--- config.mk ---
export PLATFORM = sky130hd
export DESIGN_NAME = sdffe_bank_arbiter
export DESIGN_NICKNAME = d
export VERILOG_FILES = /design/src/rtl/sdffe_bank_arbiter.sv
export SDC_FILE = /design/constraint.sdc
export NUM_CORES = 1
export LEC_CHECK = 0
export CAP_MARGIN = 20
export CORE_AREA = 2 2 88 90
export CTS_BUF_LIST = sky130_fd_sc_hd__clkbuf_16
export DETAILED_ROUTE_END_ITERATION = 10
export DIE_AREA = 0 0 90 92
export PLACE_DENSITY = 0.83
export SKIP_CTS_REPAIR_TIMING = 1
export SLEW_MARGIN = 25
export SYNTH_ARGS = -nofsm -noshare
export SYNTH_HDL_FRONTEND = slang
export SYNTH_SLANG_ARGS = --single-unit
export TNS_END_PERCENT = 20
--- constraint.sdc ---
create_clock -name C -period 8 [get_ports C]
set_clock_uncertainty 0.2 [all_clocks]
set_input_delay 1.6 -clock C [delete_from_list [all_inputs] [get_ports C]]
set_output_delay 1.6 -clock C [all_outputs]
set_load 0.03 [all_outputs]
--- src/rtl/sdffe_bank_arbiter.sv ---
// Write-port controller for an enable-only register bank: a clear sweep after reset
// or clr_all, then round-robin arbitration of one write per cycle among NREQ requesters.
module sdffe_bank_arbiter #(
  parameter int              NREQ     = 4,
  parameter int              NREG     = 8,
  parameter int              WIDTH    = 8,
  parameter logic [NREG-1:0] CLR_MASK = 8'hAA,
  localparam int             AW       = $clog2(NREG),
  localparam int             IDW      = $clog2(NREQ)
) (
  input  logic                    C,
  input  logic                    R,
  input  logic                    clr_all,
  input  logic [NREQ-1:0]         req_valid,
  input  logic [NREQ-1:0]         req_clr,
  input  logic [NREQ*AW-1:0]      req_addr,
  input  logic [NREQ*WIDTH-1:0]   req_data,
  output logic [NREQ-1:0]         req_ready,
  output logic [NREG*WIDTH-1:0]   Q,
  output logic                    busy,
  output logic                    grant_valid,
  output logic [IDW-1:0]          grant_id,
  output logic                    err
);

  typedef enum logic {SWEEP, RUN} state_t;

  state_t           state_q, state_d;
  logic [AW-1:0]    idx_q;
  logic [IDW-1:0]   rr_q;
  logic [WIDTH-1:0] bank [NREG];

  logic             gnt_any;
  logic [IDW-1:0]   gnt_k;
  logic [IDW-1:0]   cand;
  logic [IDW-1:0]   next_rr;
  logic [NREQ-1:0]  ready;
  logic [AW-1:0]    sel_addr;
  logic [WIDTH-1:0] sel_data;
  logic             sel_clr;
  logic             sel_oob;
  logic             sweep_wr;
  logic             last_idx;

  logic             gnt_vld_p1;
  logic [IDW-1:0]   gnt_id_p1;
  logic             err_p1;

  function automatic logic [WIDTH-1:0] clear_word(input logic [AW-1:0] a);
    return {WIDTH{CLR_MASK[a]}};
  endfunction

  // Round-robin search starting at rr; blocked during sweep, reset and clr_all.
  always_comb begin
    gnt_any = 1'b0;
    gnt_k   = '0;
    cand    = '0;
    ready   = '0;
    if (state_q == RUN && !R && !clr_all) begin
      for (int i = 0; i < NREQ; i++) begin
        cand = IDW'((int'(rr_q) + i) % NREQ);
        if (!gnt_any && req_valid[cand]) begin
          gnt_any = 1'b1;
          gnt_k   = cand;
        end
      end
    end
    if (gnt_any) ready[gnt_k] = 1'b1;
  end

  always_comb begin
    sel_addr = req_addr[int'(gnt_k)*AW +: AW];
    sel_data = req_data[int'(gnt_k)*WIDTH +: WIDTH];
    sel_clr  = req_clr[gnt_k];
    sel_oob  = (int'(sel_addr) >= NREG);
    next_rr  = IDW'((int'(gnt_k) + 1) % NREQ);
  end

  always_comb begin
    state_d  = state_q;
    sweep_wr = 1'b0;
    last_idx = (idx_q == AW'(NREG - 1));
    if (R) begin
      state_d = SWEEP;
    end else begin
      case (state_q)
        SWEEP: begin
          sweep_wr = 1'b1;
          if (last_idx) state_d = RUN;
        end
        RUN: if (clr_all) state_d = SWEEP;
        default: state_d = SWEEP;
      endcase
    end
  end

  // Stage p1: control state and grant report, aligned with the bank update.
  always_ff @(posedge C) begin
    if (R) begin
      state_q    <= SWEEP;
      idx_q      <= '0;
      rr_q       <= '0;
      gnt_vld_p1 <= 1'b0;
      gnt_id_p1  <= '0;
      err_p1     <= 1'b0;
    end else begin
      state_q    <= state_d;
      idx_q      <= (sweep_wr && !last_idx) ? idx_q + AW'(1) : '0;
      gnt_vld_p1 <= gnt_any;
      err_p1     <= gnt_any && sel_oob;
      if (gnt_any) begin
        gnt_id_p1 <= gnt_k;
        rr_q      <= next_rr;
      end
    end
  end

  // Bank cells carry no reset; they are only ever loaded through this write port.
  always_ff @(posedge C) begin
    if (sweep_wr)
      bank[idx_q] <= clear_word(idx_q);
    else if (gnt_any && !sel_oob)
      bank[sel_addr] <= sel_clr ? clear_word(sel_addr) : sel_data;
  end

  for (genvar g = 0; g < NREG; g++) begin : g_q
    assign Q[g*WIDTH +: WIDTH] = bank[g];
  end

  assign req_ready   = ready;
  assign busy        = (state_q == SWEEP);
  assign grant_valid = gnt_vld_p1;
  assign grant_id    = gnt_id_p1;
  assign err         = err_p1;

endmodule

* After elaboration in Yosys (flattened, before gate mapping)
Memory sizes are Yosys's and may differ from the RTL's. A register that Yosys moved wholly into a read port is not among the register bits.
Index checks and enable logic that the tools add are counted.
** Storage, ports and cells
- Input port bits :: 55
- Memory bits (writable) :: 64
- Bits in read-only memories :: 16
- Flip-flop bits (word level) :: 9
- Memories :: 3
- Word-level logic and storage cells :: 85
- Output and inout port bits :: 73
** Cells by class
- Multiply operators :: 1
- Multiplexer cells :: 43
- Add/sub/neg operators :: 5
- Equality and inequality tests :: 1
- Order comparisons :: 8
- Reductions and logical operators :: 15
- Shift-type cells :: 2
- Bitwise gates (word level) :: 2
** Memory list
- bank :: depth 8, bits a word 8, read ports 8, clocked after Yosys merged registers in 0, wr ports 1, RTL line 31 : logic [WIDTH-1:0] bank [NREG];
- (name not given) :: depth 8, bits a word 1, read ports 1, clocked after Yosys merged registers in 0, wr ports 0, RTL line 50 : return {WIDTH{CLR_MASK[a]}};
- (name not given) :: depth 8, bits a word 1, read ports 1, clocked after Yosys merged registers in 1, wr ports 0, RTL line 50
** Operator list (number)
- $shiftx 32x6->8 :: 1
- $mux 1 :: 26
- $mux 8 :: 2
- $lt 2x3->1 const B :: 5
- $shiftx 12x5->3 :: 1
- $bmux 1 s2 :: 5
- $mux 2 :: 5
- $lt 3x4->1 const B :: 2
- $reduce_or 8->1 :: 1
- $logic_and 1x1->1 :: 7
- $logic_not 1->1 :: 6
- $mux 3 :: 2
- $add 2x1->2 const B :: 2
- $add 2x2->2 const B :: 2
- $mul 2x2->4 const B :: 1
- $mux 4 :: 1
- $add 3x1->3 const B :: 1
- $eq 3x3->1 const B :: 1
- $demux 1 s2 :: 1
- $ge 2x1->1 const B :: 1
- $not 1->1 :: 2
- $pmux 1 s2 :: 1
- $reduce_or 2->1 :: 1

* Longest topological paths before layout
Gate-level depths: netlist (run 1).
- Word-level depth :: 22
- Mapped depth :: 9
- Gate-level depth less buffers :: 7

* Least setup slack after synthesis (run 1)
Ideal clock, no wire load.
- Path kind :: input port to output port
- From :: in R
- To :: out req_ready[0]
- Stages :: 7
- Path buffers :: 3
- Arrival :: 2.996 ns
- Slack :: 3.204 ns
- Data required time :: 6.200 ns
- Path through :: nor3_2 > buf_4 > nand2b_1 > inv_1 > buf_2 > clkbuf_1 > and2_1
** Between the ends
- Longest elaborated chain between the ends :: 9
- Elaborated cells on any way between the ends :: 11
- Those cells by class :: 2 x order compare; 5 x mux; 4 x reduce/logical
** Ends and longest elaborated chain
- start, declared :: RTL line 12 : input logic R,
- $logic_not 1->1 (*) :: RTL line 59 : if (state_q == RUN && !R && !clr_all) begin
- $logic_and 1x1->1 (*) (2 in a row) :: RTL line 59
- $mux 2 :: RTL line 59
- $lt 2x3->1 (not written as such) / $ge 2x1->1 (equally long branches) :: RTL line 68 : if (gnt_any) ready[gnt_k] = 1'b1;
- $logic_and 1x1->1 (not written as such) :: RTL line 68
- $mux 1 (not written as such) :: RTL line 68
- $demux 1 s2 :: RTL line 68
- $mux 4 (*) :: RTL line 68
- end, declared :: RTL line 18 : output logic [NREQ-1:0] req_ready,
Mark *: on every way between the ends. The rest lies on a longest branch, timed or not.

* Final worst setup path (run 1)
- From :: in req_valid[2]
- To :: out req_ready[3]
** Between the ends
- Longest elaborated chain between the ends :: 21
- Elaborated cells on any way between the ends :: 33
- Those cells by class :: 2 x order compare; 24 x mux; 7 x reduce/logical
** Ends and longest elaborated chain
- start, declared :: RTL line 14 : input logic [NREQ-1:0] req_valid,
- $bmux 1 s2 :: RTL line 62 : if (!gnt_any && req_valid[cand]) begin
- $mux 1 (not written as such) :: RTL line 62
- $mux 1 :: RTL line 62
- $mux 1 :: RTL line 59
- $logic_not 1->1 :: RTL line 62
- $logic_and 1x1->1 :: RTL line 62
- $mux 1 :: RTL line 62
- $mux 1 :: RTL line 59
- [... 5 more ...]
- $logic_and 1x1->1 :: RTL line 62
- $mux 2 :: RTL line 62
- $mux 2 :: RTL line 59
- $lt 2x3->1 (not written as such) / $ge 2x1->1 (equally long branches) :: RTL line 68
- $logic_and 1x1->1 (not written as such) :: RTL line 68
- $mux 1 (not written as such) :: RTL line 68
- $demux 1 s2 :: RTL line 68
- $mux 4 (*) :: RTL line 68
Mark *: on every way between the ends. The rest lies on a longest branch, timed or not. The select of a mux whose other input is x is not followed.

==> flow_summary.yaml, run 1 <==
logic_synthesis:
  yosys.area.top_type_share: 0.575
  ys_types: 51
  synth_area_leaders: "edfxtp_1 58%, dfxtp_1 5.4%, a311oi_1 2.6%"
  synth_cells: 250
  synth_edf_count: 64
  synthesis.nets: 311
  synth.most_common_cell: "edfxtp_1"
  synth_common_cells: "64 x edfxtp_1, 13 x o21ai_0, 10 x a311oi_1, 10 x inv_1, 10 x nor4_1"
  syn-cell-area_um2: 3340
  ys_seq_area_frac: 0.629
  yosys_warnings: 0
  async_reset_ff_frac: 0
  synth-seq-cells: 73
  postSynthAreaPerCell_um2: 13.4
  ys.flop_type: "edfxtp_1"
  synth_top_cell_by_area: "edfxtp_1"
worst_setup_path:
  critPathLaunchType: "input pin"
  worstReg2RegStart: "state_q"
  critPathKind: "in -> out"
  crit_fanout: 20
  crit_path_max_incr_delay_ps: 720
  reg2reg_setup_slack_ps: 4420
  path_buf_inv: 3
  path_delay_family: "buffers and inverters"
  setup.worst_path.start: "req_valid[2]"
  cp.arrival_ps: 4660
  critPathMostFrequentCell: "clkdlybuf4s50_1"
  worst_path_max_delay_cell: "a221o_1"
  cp.required_ps: 6200
  endpoint_kind: "primary output"
  crit_chain: "clkdlybuf4s50_1 -> nor2b_4 -> a221o_1 -> nand3_2 -> inv_2 -> ha_1 -> and2_1 -> clkdlybuf4s50_1"
routing:
  ant_nets: 0
  via_per_inst: 5.65
  wire_per_inst_um: 18.6
  wl_mm: 9.02
  drt-initial-drc-count: 171
  num_vias: 2733
  firstDrtPassIters: 5
  drcViolationCount: 0
min_path:
  hold_class: "reg -> reg"
  min_from: "idx_q[0]"
floorplanning:
  fp.coreArea_um2: 7450
  die_h_um: 92
  die_area_um2: 8280
  initial_utilization: 0.448
  io_pins: 128
  die_width_um: 90
  rows: 32
cts:
  numCtsBuffers: 9
  clock_latency_ps: 320
  cts_buffer_depth: 2
  cts_max_level: 3
  clock_sinks: 73
  cts_root_buffer: "clkbuf_16"
  path_clk_slew_ps: 60
  tritoncts: "done"
global_route:
  antenna_found_initial: 0
  grt_max_degree: 24
  grt_first_pass_wirelength_mm: 13.6
  grt_pass1_vias: 2602
  grt_usage: 0.215
  grt_overflow: 0
sta:
  tightestPinTransition_ps: 844
  finalSetupViolCount: 0
  maxSlewViolCount: 0
  fmax_mhz: 155
  finalCritPeriodShare: 0.808
  final_hold_viol_count: 0
  fin_setup_tns_ps: 0
  maxSlewHeadroom: 0.437
  rsz0062_at_grt: "false"
  min_period_ps: 6460
  final.setup.worst_slack_ps: 1540
place:
  gp_congestion: 0.959
  place_ws_ps: 1660
  numPortBuffers: 126
  place_area_um2: 4700
  place_hpwl_mm: 6.79
cells_and_area:
  layout-drive-gt1-share: 0.134
  antenna_cells: 0
  area_delta_synth_final_pct: 52.3
  nets: 438
  design_area_um2: 5080
flow_run:
  drv_cap: 0
power:
  peakVddDrop_uv: 126
  p_per_area_nw_per_um2: 196
  p_leak_nw: 1.72
run_status:
  status: "finished clean"
[path summary, 6_finish.rpt]
path | to | cells past startpoint
min reg2reg | idx_q[0] | 1
min | idx_q[0] | 1
max | req_ready[3] | 8
max reg2reg | bank[5][7] | 8
[routing by layer]
metal / up-vias / routed length (um) / track usage
li1: 1254 / - / -
met1: 1278 / 3560 / 0.260
met2: 175 / 4300 / 0.353
met3: 26 / 832 / 0.0551
met4: 0 / 329 / 0.114
met5: - / 0 / 0
[power by group]
group | switching [mW] | internal, mW
Combinational | 0.0648 | 0.0537
Sequential | 0.00383 | 0.430
Clock | 0.141 | 0.305
Total | 0.210 | 0.788
[registers in the layout, summed over array words and instances, names as in the netlist]
register,count
state_q,1
rr_q,2
idx_q,3
grant_id,2
bank,64
grant_valid,1
[layout by cell type, fill, tap and decap left out, types with 3 or more instances in the layout]
master	n
nor4_1	10
nor2b_1	3
dfxtp_1	9
nand3_1	4
edfxtp_1	64
inv_1	10
mux2i_1	3
a311oi_2	6
nand4_1	8
o211ai_1	8
inv_2	3
nand2_1	4
o21ai_0	13
ha_1	6
clkbuf_16	9
a311oi_1	4
nand2b_1	5
a31oi_1	8
a21oi_1	4
a211oi_1	3
nor3_2	6
a221oi_1	8
buf_4	7
and2_1	6
nor2_1	8
bufinv_16	3
clkdlybuf4s50_1	126
[per-stage QoR]
stage	hold WS (ps)	instances	power, mW	util
global route	383	484	1.02	0.683
floorplan	262	250	0.498	-
CTS	345	484	1.00	0.677
global placement	328	468	0.553	0.628
finish	338	484	0.998	0.683
detailed placement	335	468	0.557	0.631
[cell families (layout without fill, tap and decap cells)]
kind of cell,after synthesis,count (layout),synth area share
flip-flops,73,73,0.629
AO/OA/AOI/OAI,71,71,0.169
AND/OR/NAND/NOR,66,66,0.124
buffers and inverters,30,162,0.0450
adder cells (fa/ha/maj),6,6,0.0225
multiplexers,3,3,0.00899
other,1,1,0.00112
[final cells by class]
cell class                      count  area (um^2)
Clock inverter                      7          118
Multi-Input combinational cell    147         1150
Fill cell                         547         2360
Clock buffer                        9          225
Inverter                           13         48.8
Sequential cell                    73         2100
Tap cell                          102          128
Timing Repair Buffer              133         1310
Power figures use the tool's default switching activity.
==> inputs of run 2 (changes only) <==
- CORE_AREA: 2 2 88 90 -> 2 2 91 93
- DIE_AREA: 0 0 90 92 -> 0 0 93 95
- PLACE_DENSITY: 0.83 -> 0.78
- clock period: 8 -> 6.07 ns (I/O delays scaled with it)
==> flow_summary.yaml, run 2 (same netlist as run 1, synthesis figures left out) <==
routing:
  via_per_inst: 5.47
  wire_per_inst_um: 17.8
  drcViolationCount: 0
  ant_nets: 0
  wl_mm: 8.75
  num_vias: 2684
  drt-initial-drc-count: 213
  firstDrtPassIters: 5
floorplanning:
  io_pins: 128
  rows: 33
  initial_utilization: 0.421
  die_width_um: 93
  die_h_um: 95
  die_area_um2: 8840
  fp.coreArea_um2: 7930
cts:
  clock_latency_ps: 320
  clock_sinks: 73
  path_clk_slew_ps: 60
  tritoncts: "done"
  cts_max_level: 3
  cts_root_buffer: "clkbuf_16"
  cts_buffer_depth: 2
  numCtsBuffers: 9
sta:
  finalSetupViolCount: 0
  finalCritPeriodShare: 0.841
  maxSlewViolCount: 0
  whs_ps: 297
  tightestPinTransition_ps: 1000
  fin_setup_tns_ps: 0
  min_period_ps: 5110
  maxSlewHeadroom: 0.329
  rsz0062_at_grt: "false"
  fmax_mhz: 196
  final_hold_viol_count: 0
cells_and_area:
  area.sequential_um2: 2100
  final_cell_mix: "122 x clkdlybuf4s50_1, 64 x edfxtp_1, 15 x buf_4"
  antenna_cells: 0
  nets: 442
  design_area_um2: 5020
  layout-drive-gt1-share: 0.132
  multiInputGateArea_um2: 1110
  reg_top3: "bank (64), idx_q (3)"
  largest_reg_flops: 64
  final_common_cell: "clkdlybuf4s50_1"
  regMostFlops: "bank"
  nFillCells: 612
  area_delta_synth_final_pct: 50.5
global_route:
  grt_first_pass_wirelength_mm: 13.1
  grt_overflow: 0
  grt_usage: 0.197
  grt_max_degree: 24
  antenna_found_initial: 0
  grt_pass1_vias: 2524
run_status:
  status: "finished clean"
place:
  gp_congestion: 0.976
  numPortBuffers: 126
  place_area_um2: 4700
  place_hpwl_mm: 6.59
min_path:
  hold_class: "reg -> reg"
worst_setup_path:
  cp.arrival_ps: 3690
  endpoint_kind: "primary output"
  critPathKind: "in -> out"
  critPathLaunchType: "input pin"
  cp.required_ps: 4660
  crit_fanout: 20
power:
  p_leak_nw: 1.71
  peakVddDrop_uv: 118
  p_per_area_nw_per_um2: 246
flow_run:
  drv_cap: 0
-- run 2: path summary, 6_finish.rpt --
kind | start | to | slack [ps] | cells after the start
setup reg to reg | rr_q[1] | bank[5][3] | 2510 | 7
hold / removal | grant_id[0] | grant_id[0] | 300 | 2
hold reg to reg | grant_id[0] | grant_id[0] | 300 | 2
setup / recovery | req_valid[2] | req_ready[2] | 960 | 8
-- run 2: per-layer routing --
| layer | share of wire | vias up | global-route usage |
|---|---|---|---|
| li1 | - | 1262 | - |
| met1 | 0.42 | 1255 | 0.250 |
| met2 | 0.49 | 152 | 0.338 |
| met3 | 0.075 | 15 | 0.0423 |
| met4 | 0.016 | 0 | 0.0662 |
| met5 | 0 | - | 0 |
-- run 2: power breakdown --
group          switching (mW)  internal (mW)
logic                  0.0824         0.0703
clock network           0.194          0.318
registers             0.00467          0.566
-- run 2: critical path, cell delays in order --
cell and delay [ps]:
clkdlybuf4s50_1 570, nor2b_4 220, a221o_1 680, nand3_2 250
inv_2 280, ha_1 200, and2_1 120, buf_4 160
-- run 2: cell type report --
cell class / instances / area share
inverters: 13 / 0.00971
repair buffers: 137 / 0.265
clock inverters: 7 / 0.0142
multi-input cells: 147 / 0.221
well taps: 105 / 0.0261
clock buffers: 9 / 0.0448
flip-flops and latches: 73 / 0.418
-- run 2: metrics by stage --
| stage | instances | power (mW) | setup WS [ps] | utilization |
|---|---|---|---|---|
| finish | 491 | 1.23 | 964 | 0.634 |
| global route | 491 | 1.28 | 816 | 0.634 |
| CTS | 491 | 1.24 | 989 | 0.631 |
| detailed placement | 475 | 0.732 | 980 | 0.593 |
| global placement | 475 | 0.729 | 1070 | 0.593 |
| floorplan | 250 | 0.656 | 2050 | - |
==> inputs of run 3 (changes only) <==
- clock period: 6.07 -> 4.9 ns (I/O delays scaled with it)
==> flow_summary.yaml, run 3 (same netlist as run 1, synthesis figures left out) <==
floorplanning:
  fp.coreArea_um2: 7930
  die_h_um: 95
  initial_utilization: 0.421
  io_pins: 128
  rows: 33
  die_width_um: 93
  die_area_um2: 8840
sta:
  maxSlewHeadroom: 0.333
  final_hold_viol_count: 0
  maxSlewViolCount: 0
  fin_setup_tns_ps: 0
  finalCritPeriodShare: 0.868
  whs_ps: 345
  final.setup.worst_slack_ps: 647
  tightestPinTransition_ps: 994
  min_period_ps: 4250
  fmax_mhz: 235
  finalSetupViolCount: 0
  rsz0062_at_grt: "false"
cts:
  path_clk_slew_ps: 60
  cts_buffer_depth: 2
  numCtsBuffers: 9
  tritoncts: "done"
  cts_root_buffer: "clkbuf_16"
  clock_sinks: 73
  cts_max_level: 3
  clock_latency_ps: 330
power:
  switching_power_mw: 0.371
  p_leak_nw: 1.73
  peakVddDrop_uv: 164
  swShare: 0.245
  pwr-share-comb: 0.126
  p_seq_frac: 0.468
  clkPwrFrac: 0.406
  p_int_mw: 1.14
  p_per_area_nw_per_um2: 298
cells_and_area:
  reg_top3: "bank (64), idx_q (3)"
  largest_reg_flops: 64
  layout-drive-gt1-share: 0.151
  final_cell_mix: "122 x clkdlybuf4s50_1, 64 x edfxtp_1, 21 x buf_4"
  regMostFlops: "bank"
  final_common_cell: "clkdlybuf4s50_1"
  area_delta_synth_final_pct: 51.7
  antenna_cells: 0
  nets: 448
  nFillCells: 601
routing:
  wl_mm: 8.76
  wire_per_inst_um: 17.6
  firstDrtPassIters: 4
  drt-initial-drc-count: 97
  ant_nets: 0
  via_per_inst: 5.35
  num_vias: 2660
  drcViolationCount: 0
place:
  gp_congestion: 0.907
  numPortBuffers: 126
  place_ws_ps: 448
  place_hpwl_mm: 6.91
global_route:
  grt_max_degree: 20
  grt_usage: 0.210
  grt_pass1_vias: 2610
  antenna_found_initial: 0
  grt_first_pass_wirelength_mm: 13.9
  grt_overflow: 0
worst_setup_path:
  path_buf_inv: 4
  critPathMostFrequentCell: "buf_4"
  critPathLaunchType: "input pin"
  cp.arrival_ps: 3070
  endpoint_kind: "primary output"
  crit_path_max_incr_delay_ps: 580
  path_delay_family: "buffers and inverters"
  worst_path_max_delay_cell: "clkdlybuf4s50_1"
  crit_fanout: 12
  cp.required_ps: 3720
  crit_chain: "clkdlybuf4s50_1 -> nor2b_4 -> a221o_1 -> nand3_2 -> inv_2 -> buf_4 -> ha_1 -> and2_1 -> buf_4"
  critPathKind: "in -> out"
flow_run:
  drv_cap: 0
run_status:
  status: "finished clean"
min_path:
  hold_class: "reg -> reg"
-- run 3: cell types whose count changed in the layout (fill, tap and decap cells not counted), sizes merged --
cell	change
buf	+6
inv	+2
bufinv	-1
clkinvlp	+1
clkinv	-2
-- run 3: power groups by stage --
| stage | logic, mW | registers, mW | clock network [mW] |
|---|---|---|---|
| 6_report | 0.190 | 0.707 | 0.614 |
| 5_1_grt | 0.204 | 0.709 | 0.656 |
| 4_1_cts | 0.189 | 0.708 | 0.623 |
| 3_5_place_dp | 0.188 | 0.721 | 0 |
| 3_3_place_gp | 0.185 | 0.720 | 0 |
| 2_1_floorplan | 0.0651 | 0.748 | 0 |
-- run 3: worst paths after layout --
kind                      from      endpoint  slack [ps]  cells after the start
setup reg to reg       rr_q[1]    bank[1][5]        1650                      7
hold reg to reg       idx_q[0]      idx_q[0]         340                      1
hold / removal        idx_q[0]      idx_q[0]         340                      1
setup / recovery  req_valid[2]  req_ready[3]         650                      9
-- run 3: routing by layer --
layer | share of wire | up-vias | routed length [um] | track usage
li1 | - | 1281 | - | -
met1 | 0.41 | 1207 | 3560 | 0.263
met2 | 0.49 | 158 | 4340 | 0.354
met3 | 0.081 | 14 | 714 | 0.0575
met4 | 0.018 | 0 | 154 | 0.0723
met5 | 0 | - | 0 | 0
-- run 3: final cells by class --
class | instances | area, um^2 | share of cell area
Sequential cell | 73 | 2100 | 0.415
Inverter | 13 | 48.8 | 0.00963
Timing Repair Buffer | 143 | 1380 | 0.272
Tap cell | 105 | 131 | 0.0259
Multi-Input combinational cell | 147 | 1120 | 0.221
Clock inverter | 7 | 60.1 | 0.0119
Clock buffer | 9 | 225 | 0.0445
-- run 3: per-stage QoR --
| stage | util | cells | power (mW) | area [um^2] |
|---|---|---|---|---|
| after CTS | 0.635 | 497 | 1.52 | 5030 |
| final | 0.639 | 497 | 1.51 | 5060 |
| after global routing | 0.639 | 497 | 1.57 | 5060 |
| after global placement | 0.599 | 481 | 0.906 | 4750 |
| after floorplan | - | 250 | 0.813 | 3340 |
| after detailed placement | 0.599 | 481 | 0.909 | 4750 |
